==> config.mk <==
export PLATFORM = sky130hd
export DESIGN_NAME = exp4_fluxo_dados_jogo_flat
export DESIGN_NICKNAME = d
export VERILOG_FILES = /design/src/rtl/exp4_fluxo_dados_jogo_pkg.sv /design/src/rtl/exp4_fluxo_dados_jogo_if.sv /design/src/rtl/exp4_detector_borda.sv /design/src/rtl/exp4_fluxo_dados_jogo.sv /design/src/flat_wrapper.sv
export SDC_FILE = /design/constraint.sdc
export NUM_CORES = 1
export LEC_CHECK = 0
export ABC_AREA = 1
export CAP_MARGIN = 20
export CELL_PAD_IN_SITES_DETAIL_PLACEMENT = 1
export CELL_PAD_IN_SITES_GLOBAL_PLACEMENT = 1
export CORE_MARGIN = 8
export CORE_UTILIZATION = 30
export DETAILED_ROUTE_END_ITERATION = 6
export GPL_TIMING_DRIVEN = 0
export MAX_ROUTING_LAYER = met4
export PLACE_DENSITY = 0.85
export SETUP_SLACK_MARGIN = 0.3
export SLEW_MARGIN = 5
export SYNTH_ARGS = -nofsm -noshare
export SYNTH_HDL_FRONTEND = slang
export SYNTH_HIERARCHICAL = 1
export SYNTH_SLANG_ARGS = --single-unit
export TNS_END_PERCENT = 50
==> constraint.sdc <==
create_clock -name clock -period 3 [get_ports clock]
set_input_delay 0.6 -clock clock [delete_from_list [all_inputs] [get_ports clock]]
set_output_delay 0.6 -clock clock [all_outputs]
set_load 0.01 [all_outputs]
==> src/rtl/exp4_fluxo_dados_jogo_pkg.sv <==
// Shared constants for the sequence-memory game datapath: widths, default
// timeout length and the fixed 16x4 sequence ROM.
package exp4_fluxo_dados_jogo_pkg;

   localparam int unsigned AddrWidth = 4;
   localparam int unsigned DataWidth = 4;
   localparam int unsigned TimeoutCiclosDefault = 5000;

   typedef logic [AddrWidth-1:0] addr_t;
   typedef logic [DataWidth-1:0] data_t;

   // Sequence words, address 15 on the left down to address 0 on the right.
   localparam logic [15:0][DataWidth-1:0] Rom = {
      4'b0100, 4'b0001, 4'b1000, 4'b1000,
      4'b0100, 4'b0100, 4'b0010, 4'b0010,
      4'b0001, 4'b0001, 4'b0010, 4'b0100,
      4'b1000, 4'b0100, 4'b0010, 4'b0001
   };

   function automatic data_t rom_read(input addr_t addr);
      return Rom[addr];
   endfunction

endpackage

==> src/rtl/exp4_fluxo_dados_jogo_if.sv <==
// Control/status bundle between the game FSM (master) and the datapath (slave).
interface exp4_fluxo_dados_jogo_if;
   import exp4_fluxo_dados_jogo_pkg::*;

   logic  zeraC;
   logic  contaC;
   logic  zeraR;
   logic  registraR;
   data_t chaves;
   logic  botao;
   logic  fimC;
   logic  igual;
   logic  jogada_feita;
   logic  timeout;
   addr_t db_contagem;
   data_t db_memoria;
   data_t db_jogada;

   modport master (
      output zeraC, contaC, zeraR, registraR, chaves, botao,
      input  fimC, igual, jogada_feita, timeout, db_contagem, db_memoria, db_jogada
   );

   modport slave (
      input  zeraC, contaC, zeraR, registraR, chaves, botao,
      output fimC, igual, jogada_feita, timeout, db_contagem, db_memoria, db_jogada
   );

endinterface

==> src/rtl/exp4_detector_borda.sv <==
// Rising-edge detector: one-cycle pulse for each 0->1 transition of a level
// input that is already synchronous to clock.
module exp4_detector_borda (
   input  logic clock,
   input  logic reset,
   input  logic sinal,
   output logic borda
);

   logic sinal_ant;

   // Remember the previous level of the input.
   always_ff @(posedge clock or posedge reset) begin
      if (reset) sinal_ant <= 1'b0;
      else       sinal_ant <= sinal;
   end

   // Pulse is combinational so it is visible in the same cycle as the rise.
   always_comb begin
      borda = sinal & ~sinal_ant;
   end

endmodule

==> src/rtl/exp4_fluxo_dados_jogo.sv <==
// Datapath for the sequence-memory game: round address counter, sequence ROM,
// play register, comparator and play-button edge detector.
// Optional idle timeout is built only when TIMEOUT_EN is defined; otherwise the
// timeout output is tied low.
module exp4_fluxo_dados_jogo
   import exp4_fluxo_dados_jogo_pkg::*;
#(
   parameter int unsigned TIMEOUT_CICLOS = TimeoutCiclosDefault
) (
   input logic                    clock,
   input logic                    reset,
   exp4_fluxo_dados_jogo_if.slave bus
);

   addr_t contagem;
   data_t jogada;
   data_t memoria;
   logic  jogada_feita;

   // Address counter: clear has priority over increment; wraps 15 -> 0.
   always_ff @(posedge clock or posedge reset) begin
      if (reset)           contagem <= '0;
      else if (bus.zeraC)  contagem <= '0;
      else if (bus.contaC) contagem <= contagem + addr_t'(1);
   end

   // Play register: clear has priority over load.
   always_ff @(posedge clock or posedge reset) begin
      if (reset)              jogada <= '0;
      else if (bus.zeraR)     jogada <= '0;
      else if (bus.registraR) jogada <= bus.chaves;
   end

   // ROM lookup and comparison are purely combinational.
   always_comb begin
      memoria = rom_read(contagem);
   end

   exp4_detector_borda u_detector_borda (
      .clock (clock),
      .reset (reset),
      .sinal (bus.botao),
      .borda (jogada_feita)
   );

`ifdef TIMEOUT_EN
   localparam logic [15:0] OciosoMax = 16'(TIMEOUT_CICLOS - 1);

   logic [15:0] ocioso;

   // Idle counter: any player/FSM activity restarts it; saturates at the limit.
   always_ff @(posedge clock or posedge reset) begin
      if (reset)                                        ocioso <= '0;
      else if (bus.zeraC | bus.registraR | jogada_feita) ocioso <= '0;
      else if (ocioso != OciosoMax)                     ocioso <= ocioso + 16'd1;
   end

   // Timeout flag follows the saturated counter.
   always_comb begin
      bus.timeout = (ocioso == OciosoMax);
   end
`else
   // No idle counter; the parameter is only meaningful with the feature built.
   always_comb begin
      bus.timeout = (TIMEOUT_CICLOS == 0) & 1'b0;
   end
`endif

   // Status and debug outputs are direct views of internal state.
   always_comb begin
      bus.fimC         = (contagem == addr_t'(15));
      bus.igual        = (jogada == memoria);
      bus.jogada_feita = jogada_feita;
      bus.db_contagem  = contagem;
      bus.db_memoria   = memoria;
      bus.db_jogada    = jogada;
   end

endmodule

==> src/flat_wrapper.sv <==
// flat-port wrapper written by rule: the top's interface ports become plain ports
module exp4_fluxo_dados_jogo_flat import exp4_fluxo_dados_jogo_pkg::*;
#(
   parameter int unsigned TIMEOUT_CICLOS = TimeoutCiclosDefault
)
  (clock, reset, bus_zeraC, bus_contaC, bus_zeraR, bus_registraR, bus_chaves, bus_botao, bus_fimC, bus_igual, bus_jogada_feita, bus_timeout, bus_db_contagem, bus_db_memoria, bus_db_jogada);
  exp4_fluxo_dados_jogo_if bus_i ();
  input logic clock;
  input logic reset;
  input wire logic [$bits(bus_i.zeraC)-1:0] bus_zeraC;
  input wire logic [$bits(bus_i.contaC)-1:0] bus_contaC;
  input wire logic [$bits(bus_i.zeraR)-1:0] bus_zeraR;
  input wire logic [$bits(bus_i.registraR)-1:0] bus_registraR;
  input wire logic [$bits(bus_i.chaves)-1:0] bus_chaves;
  input wire logic [$bits(bus_i.botao)-1:0] bus_botao;
  output wire logic [$bits(bus_i.fimC)-1:0] bus_fimC;
  output wire logic [$bits(bus_i.igual)-1:0] bus_igual;
  output wire logic [$bits(bus_i.jogada_feita)-1:0] bus_jogada_feita;
  output wire logic [$bits(bus_i.timeout)-1:0] bus_timeout;
  output wire logic [$bits(bus_i.db_contagem)-1:0] bus_db_contagem;
  output wire logic [$bits(bus_i.db_memoria)-1:0] bus_db_memoria;
  output wire logic [$bits(bus_i.db_jogada)-1:0] bus_db_jogada;
  assign bus_i.zeraC = bus_zeraC;
  assign bus_i.contaC = bus_contaC;
  assign bus_i.zeraR = bus_zeraR;
  assign bus_i.registraR = bus_registraR;
  assign bus_i.chaves = bus_chaves;
  assign bus_i.botao = bus_botao;
  assign bus_fimC = bus_i.fimC;
  assign bus_igual = bus_i.igual;
  assign bus_jogada_feita = bus_i.jogada_feita;
  assign bus_timeout = bus_i.timeout;
  assign bus_db_contagem = bus_i.db_contagem;
  assign bus_db_memoria = bus_i.db_memoria;
  assign bus_db_jogada = bus_i.db_jogada;
  exp4_fluxo_dados_jogo #(.TIMEOUT_CICLOS(TIMEOUT_CICLOS)) u_core (.clock(clock), .reset(reset), .bus(bus_i));
endmodule
==> impl_metrics.py, run 1 <==
metrics = {
    "detailed_routing": {
        "viasPerCell": 4.62,
        "ant_nets": 0,
        "drt_iter0_drc": 5,
        "routedWlPerCell_microns": 13.4,
        "remaining_drc_errors": 0,
        "drtPass1Iterations": 4,
        "wl_mm": 1.95,
        "vias": 674,
    },
    "grt": {
        "overflow": 0,
        "track_usage_pct": 10.3,
        "first_global_vias": 738,
        "grt_start_max_net_pins": 10,
        "grt_pass1_wl_mm": 3.28,
        "antenna_found_initial": 0,
    },
    "setup_path": {
        "crit_type": "reg2out",
        "setup.worst_path.end": "bus_db_memoria[2]",
        "cpPeakStageDelay_ps": 550,
        "r2r_cells": 3,
        "crit_path_cell_trace": "inv_1 > ha_1 > inv_1 > nand2_1 > nand3_1 > nand2_1 > clkdlybuf4s50_1",
        "reg2reg_slack_ps": 1810,
        "slowest_stage": "clkdlybuf4s50_1",
        "worstSetupStartpoint": "u_core/bus.db_contagem[0]$_DFFE_PP0P_",
        "cp-start-kind": "flip-flop",
        "worst_r2r_endpoint": "u_core/bus.db_contagem[2]$_DFFE_PP0P_",
        "cp_max_fo": 5,
        "arrival_ps": 1870,
        "required_ps": 2400,
        "cp-end-kind": "primary output",
        "worstReg2RegStart": "u_core/bus.db_contagem[1]$_DFFE_PP0P_",
    },
    "timing": {
        "setup_ws_ps": 532,
        "timing.final.crit_period_ps": 2470,
        "finalSetupViolations": 0,
        "hold_violations": 0,
        "clock.fmax_mhz": 405,
        "final_max_slew_viol_count": 0,
        "skew_ps": 0.184,
        "rsz0062_at_grt": "false",
        "finalCritPeriodShare_pct": 82.3,
        "tns_ps": 0,
        "worst_hold_slack_ps": 515,
    },
    "yosys": {
        "synth-seq-cells": 9,
        "syn-num-nets": 106,
        "synth.distinct_cells": 18,
        "synth_top_area_share_pct": 35.0,
        "ys_seq_area_share_pct": 35.0,
        "avgSynthCellArea_sq_um": 7.24,
        "yosys.area.top_type": "dfrtp_1",
        "yosysWarnings": 6,
        "syn_area_sq_um": 644,
        "synthCells": 89,
        "synthTopCellsByArea": "dfrtp_1 (35%), ha_1 (12%), nand2_1 (11%), nand3_1 (9.3%), inv_1 (9.3%)",
    },
    "run": {
        "maxCapViolations": 0,
    },
    "place": {
        "placed_cells": 141,
        "hpwlAfterDp_mm": 1.63,
        "place_ws_ps": 585,
        "place_congestion": 0.810,
        "io_buffers": 25,
    },
    "layout": {
        "drive_gt1_share_pct": 15.1,
        "fin_util_pct": 48.3,
        "syn_to_final_growth_pct": 50.1,
        "diodes": 0,
        "layout.nets": 137,
        "fin_cells": 146,
    },
    "floorplan": {
        "rows": 16,
        "die_area_sq_mm": 0.00389,
        "dieHeight_microns": 62.3,
        "die_x_microns": 62.3,
        "io_pins": 27,
        "initial_core_util_pct": 32.2,
        "core_sq_mm": 0.00200,
    },
    "power_and_ir_drop": {
        "ir_drop_mv": 0.224,
        "p_leak_nw": 0.484,
        "power_density_mw_per_mm2": 351,
    },
    "clock_network": {
        "cts-root-buf": "clkbuf_4",
        "numCtsBuffers": 3,
        "clockBufferDepth": 2,
        "hold_buffers": 0,
        "clkSinkCount": 9,
        "clk_pin_slew_ps": 70,
        "tritoncts": "done",
        "cts-htree-levels": 1,
        "clk_latency_ps": 250,
    },
    "status": {
        "outcome": "finished, final reports clean",
    },
    "worst_hold_path": {
        "worst_hold_path_type": "in2async",
    },
}
==> layout by cell type, fill, tap and decap left out, drive strengths merged <==
cell and count:
clkdlybuf4s50 24, nand2 23, inv 18, nand3 12
dfrtp 9, o21ai 6, ha 6, nor2 5
clkbuf 4, buf 3, a211oi 2, a21oi 2
dlymetal6s2s 1, or2 1, nor3 1, o211ai 1
conb 1
==> state kept, by name, summed over array words and instances, names as in the netlist <==
register / count
u_core/bus.db_contagem: 4
u_core/bus.db_jogada: 4
u_core/u_detector_borda/sinal_ant: 1
==> report_power, final <==
| group | internal, mW | total (mW) | switching [mW] |
|---|---|---|---|
| Clock | 0.0511 | 0.0920 | 0.0409 |
| Combinational | 0.0562 | 0.111 | 0.0547 |
| Sequential | 0.128 | 0.136 | 0.00783 |
==> metrics by stage <==
stage               total power, mW  instance area [sq um]
global route                  0.370                    967
floorplan                     0.192                    644
detailed placement            0.249                    928
global placement              0.245                    928
finish                        0.339                    967
CTS                           0.346                    955
==> what timing repair did <==
action                     4_1_cts  5_1_grt
setup endpoints to repair        1        1
buffers inserted                 0        1
cloned                           0        0
pin swaps                        0        0
resized for setup                1        2
==> worst min-delay path by stage <==
stage | start | endpoint
2_1_floorplan | reset | u_core/u_detector_borda/sinal_ant$_DFF_PP0_
3_3_place_gp | u_core/bus.db_jogada[2]$_DFFE_PP0P_ | u_core/bus.db_jogada[2]$_DFFE_PP0P_
3_5_place_dp | u_core/bus.db_jogada[2]$_DFFE_PP0P_ | u_core/bus.db_jogada[2]$_DFFE_PP0P_
4_1_cts | reset | u_core/u_detector_borda/sinal_ant$_DFF_PP0_
5_1_grt | reset | u_core/u_detector_borda/sinal_ant$_DFF_PP0_
6_report | reset | u_core/u_detector_borda/sinal_ant$_DFF_PP0_
==> cell usage after synthesis <==
library cell  instances
nor2_2                2
o21ai_2               1
nand2_1              19
inv_2                 2
o21ai_0               5
nand3_1              12
dfrtp_1               9
inv_1                16
buf_4                 2
nand2_2               4
conb_1                1
ha_1                  6
nor3_1                1
or2_2                 1
nor2_1                3
a21oi_1               2
o211ai_1              1
a211oi_1              2
==> logic make-up (layout without fill, tap and decap cells) <==
| family | after synthesis | in the layout | share of synthesized area (%) |
|---|---|---|---|
| AND/OR/NAND/NOR | 42 | 42 | 29.7 |
| buffers and inverters | 20 | 50 | 12.8 |
| AO/OA/AOI/OAI | 11 | 11 | 10.3 |
| flip-flops | 9 | 9 | 35.0 |
| adder cells (fa/ha/maj) | 6 | 6 | 11.7 |
| other | 1 | 1 | 0.582 |
==> layer usage <==
metal	vias up	wire [microns]	track usage, %
met4	0	27	5.13
met1	317	832	10.9
li1	337	-	-
met2	18	1010	18.2
met5	-	0	-
met3	2	82	1.61
==> critical path, delay by kind of cell (launching register included) <==
kind                       cells  cell delay (ps)
adders and majority gates      1              190
buffers and inverters          3              750
DFF                            1              420
and+or+nand+nor                3              250
==> final cells by class <==
class	instances	area, sq um
buffer	2	15.0
sequential	9	225
inverter	18	67.6
tap	27	33.8
multi-input combinational	60	339
timing repair buffer	26	260
fill	264	1030
clock buffer	4	26.3
No activity file was read; power rests on OpenSTA's default activity.
==> run 2: changes to the inputs <==
Settings changed: CORE_UTILIZATION 30 to 25, PLACE_DENSITY 0.85 to 0.77.
Clock period 3 ns to 2.2 ns, I/O delays scaled along.
==> impl_metrics.py, run 2 (same netlist as run 1, synthesis figures left out) <==
metrics = {
    "status": {
        "outcome": "finished, final reports clean",
    },
    "layout": {
        "fillers": 309,
        "final_cell_mix": "clkdlybuf4s50_1 (19), inv_1 (13), nand2_1 (12)",
        "drive_gt1_share_pct": 34.7,
        "final_common_cell": "clkdlybuf4s50_1",
        "layout.nets": 142,
        "diodes": 0,
        "fin_util_pct": 43.9,
        "register_area_sq_um": 226,
        "syn_to_final_growth_pct": 67.2,
        "multi_input_area_sq_um": 424,
    },
    "detailed_routing": {
        "ant_nets": 0,
        "drtPass1Iterations": 5,
        "viasPerCell": 4.58,
        "drt_iter0_drc": 10,
        "wl_mm": 2.23,
        "remaining_drc_errors": 0,
        "vias": 705,
        "routedWlPerCell_microns": 14.5,
    },
    "clock_network": {
        "numCtsBuffers": 3,
        "clockBufferDepth": 2,
        "clk_pin_slew_ps": 60,
        "cts-htree-levels": 1,
        "clkSinkCount": 9,
        "cts-root-buf": "clkbuf_4",
        "hold_buffers": 0,
        "clk_latency_ps": 260,
        "tritoncts": "done",
    },
    "floorplan": {
        "dieHeight_microns": 66.8,
        "die_area_sq_mm": 0.00446,
        "rows": 18,
        "io_pins": 27,
        "core_sq_mm": 0.00245,
        "initial_core_util_pct": 26.2,
        "die_x_microns": 66.8,
    },
    "timing": {
        "hold_violations": 0,
        "skew_ps": 0.348,
        "rsz0062_at_grt": "true",
        "finalSetupViolations": 0,
        "timing.final.crit_period_ps": 2050,
        "finalCritPeriodShare_pct": 93.1,
        "worst_hold_slack_ps": 337,
        "final_max_slew_viol_count": 0,
        "clock.fmax_mhz": 488,
    },
    "grt": {
        "antenna_found_initial": 0,
        "grt_pass1_wl_mm": 3.52,
        "grt_start_max_net_pins": 10,
        "overflow": 0,
        "first_global_vias": 772,
        "track_usage_pct": 10.6,
    },
    "worst_hold_path": {
        "worst_hold_path_type": "in2async",
    },
    "setup_path": {
        "reg2reg_slack_ps": 980,
        "cp-start-kind": "flip-flop",
        "arrival_ps": 1610,
        "cp_max_fo": 3,
        "crit_type": "reg2out",
        "cp-end-kind": "primary output",
        "worstReg2RegStart": "u_core/bus.db_contagem[1]$_DFFE_PP0P_",
        "r2r_cells": 3,
        "required_ps": 1760,
        "worst_r2r_endpoint": "u_core/bus.db_contagem[2]$_DFFE_PP0P_",
    },
    "run": {
        "maxCapViolations": 0,
    },
    "power_and_ir_drop": {
        "ir_drop_mv": 0.361,
        "power_density_mw_per_mm2": 461,
        "p_leak_nw": 0.515,
    },
    "place": {
        "io_buffers": 25,
        "hpwlAfterDp_mm": 1.68,
        "place_congestion": 0.773,
    },
}
==> run 2: changes by cell type in the layout (fill, tap and decap cells not counted), sizes merged <==
cell	delta
dlygate4sd2	+3
clkbuf	+2
clkdlybuf4s50	-5
buf	+6
dlymetal6s2s	-1
==> run 2: layout make-up <==
| type | instances | share of cell area [%] |
|---|---|---|
| Buffer | 2 | 1.39 |
| Clock buffer | 4 | 2.44 |
| Inverter | 18 | 6.27 |
| Multi-Input combinational cell | 60 | 39.4 |
| Sequential cell | 9 | 21.0 |
| Tap cell | 30 | 3.48 |
| Timing Repair Buffer | 31 | 26.0 |
==> run 2: stage by stage <==
step           power [mW]  cells  setup TNS, ps  area, sq um  worst slack (ps)
2_1_floorplan       0.261     89              0          644               445
3_3_place_gp        0.337    144          -67.6          932             -67.6
3_5_place_dp        0.342    144           -106          932              -106
4_1_cts             0.482    152              0          986              64.0
5_1_grt             0.537    154              0         1080              8.17
6_report            0.496    154              0         1080               152
==> run 2: worst max-delay path by stage <==
| stage | from | slack [ps] | to | cells after the start |
|---|---|---|---|---|
| 2_1_floorplan | u_core/bus.db_contagem[1]$_DFFE_PP0P_ | 440 | bus_igual | 9 |
| 6_report | u_core/bus.db_contagem[0]$_DFFE_PP0P_ | 150 | bus_igual | 8 |
| 3_3_place_gp | u_core/bus.db_contagem[0]$_DFFE_PP0P_ | -70 | bus_igual | 8 |
| 5_1_grt | u_core/bus.db_contagem[1]$_DFFE_PP0P_ | 8 | bus_igual | 11 |
| 4_1_cts | u_core/bus.db_contagem[1]$_DFFE_PP0P_ | 60 | bus_igual | 10 |
| 3_5_place_dp | u_core/bus.db_contagem[0]$_DFFE_PP0P_ | -110 | bus_igual | 8 |
==> run 2: critical path: stages, from the launching register on <==
cell     delay [ps]
dfrtp_1         410
buf_4           160
ha_1            210
o21ai_2         130
nand2_1          80
nand2_1          80
nand2_1          60
nor2_2           90
buf_2           130
==> run 2: timing repair <==
item | in CTS | in global routing
setup endpoints to repair | 7 | 7
resized for setup | 14 | 24
pin swaps | 0 | 9
buffers inserted | 4 | 2
==> run 2: power breakdown <==
group | switching, mW | leakage, nW | internal [mW] | total, mW
Sequential | 0.0114 | 0.116 | 0.175 | 0.187
Combinational | 0.0900 | 0.383 | 0.0889 | 0.179
Clock | 0.0608 | 0.0150 | 0.0701 | 0.131
==> run 2: per-layer routing <==
metal | global-route usage [%] | share of wire [%] | vias up
met5 | - | 0 | -
met4 | 6.40 | 1.2 | 0
met3 | 3.36 | 5.4 | 4
met2 | 17.6 | 53 | 21
met1 | 10.6 | 40 | 333
li1 | - | - | 347
==> run 3: changes to the inputs <==
Settings changed: CTS_CLUSTER_DIAMETER set to 120.
==> results of run 3 <==
No change in the layout: final DEF, timing and power equal those of run 2.
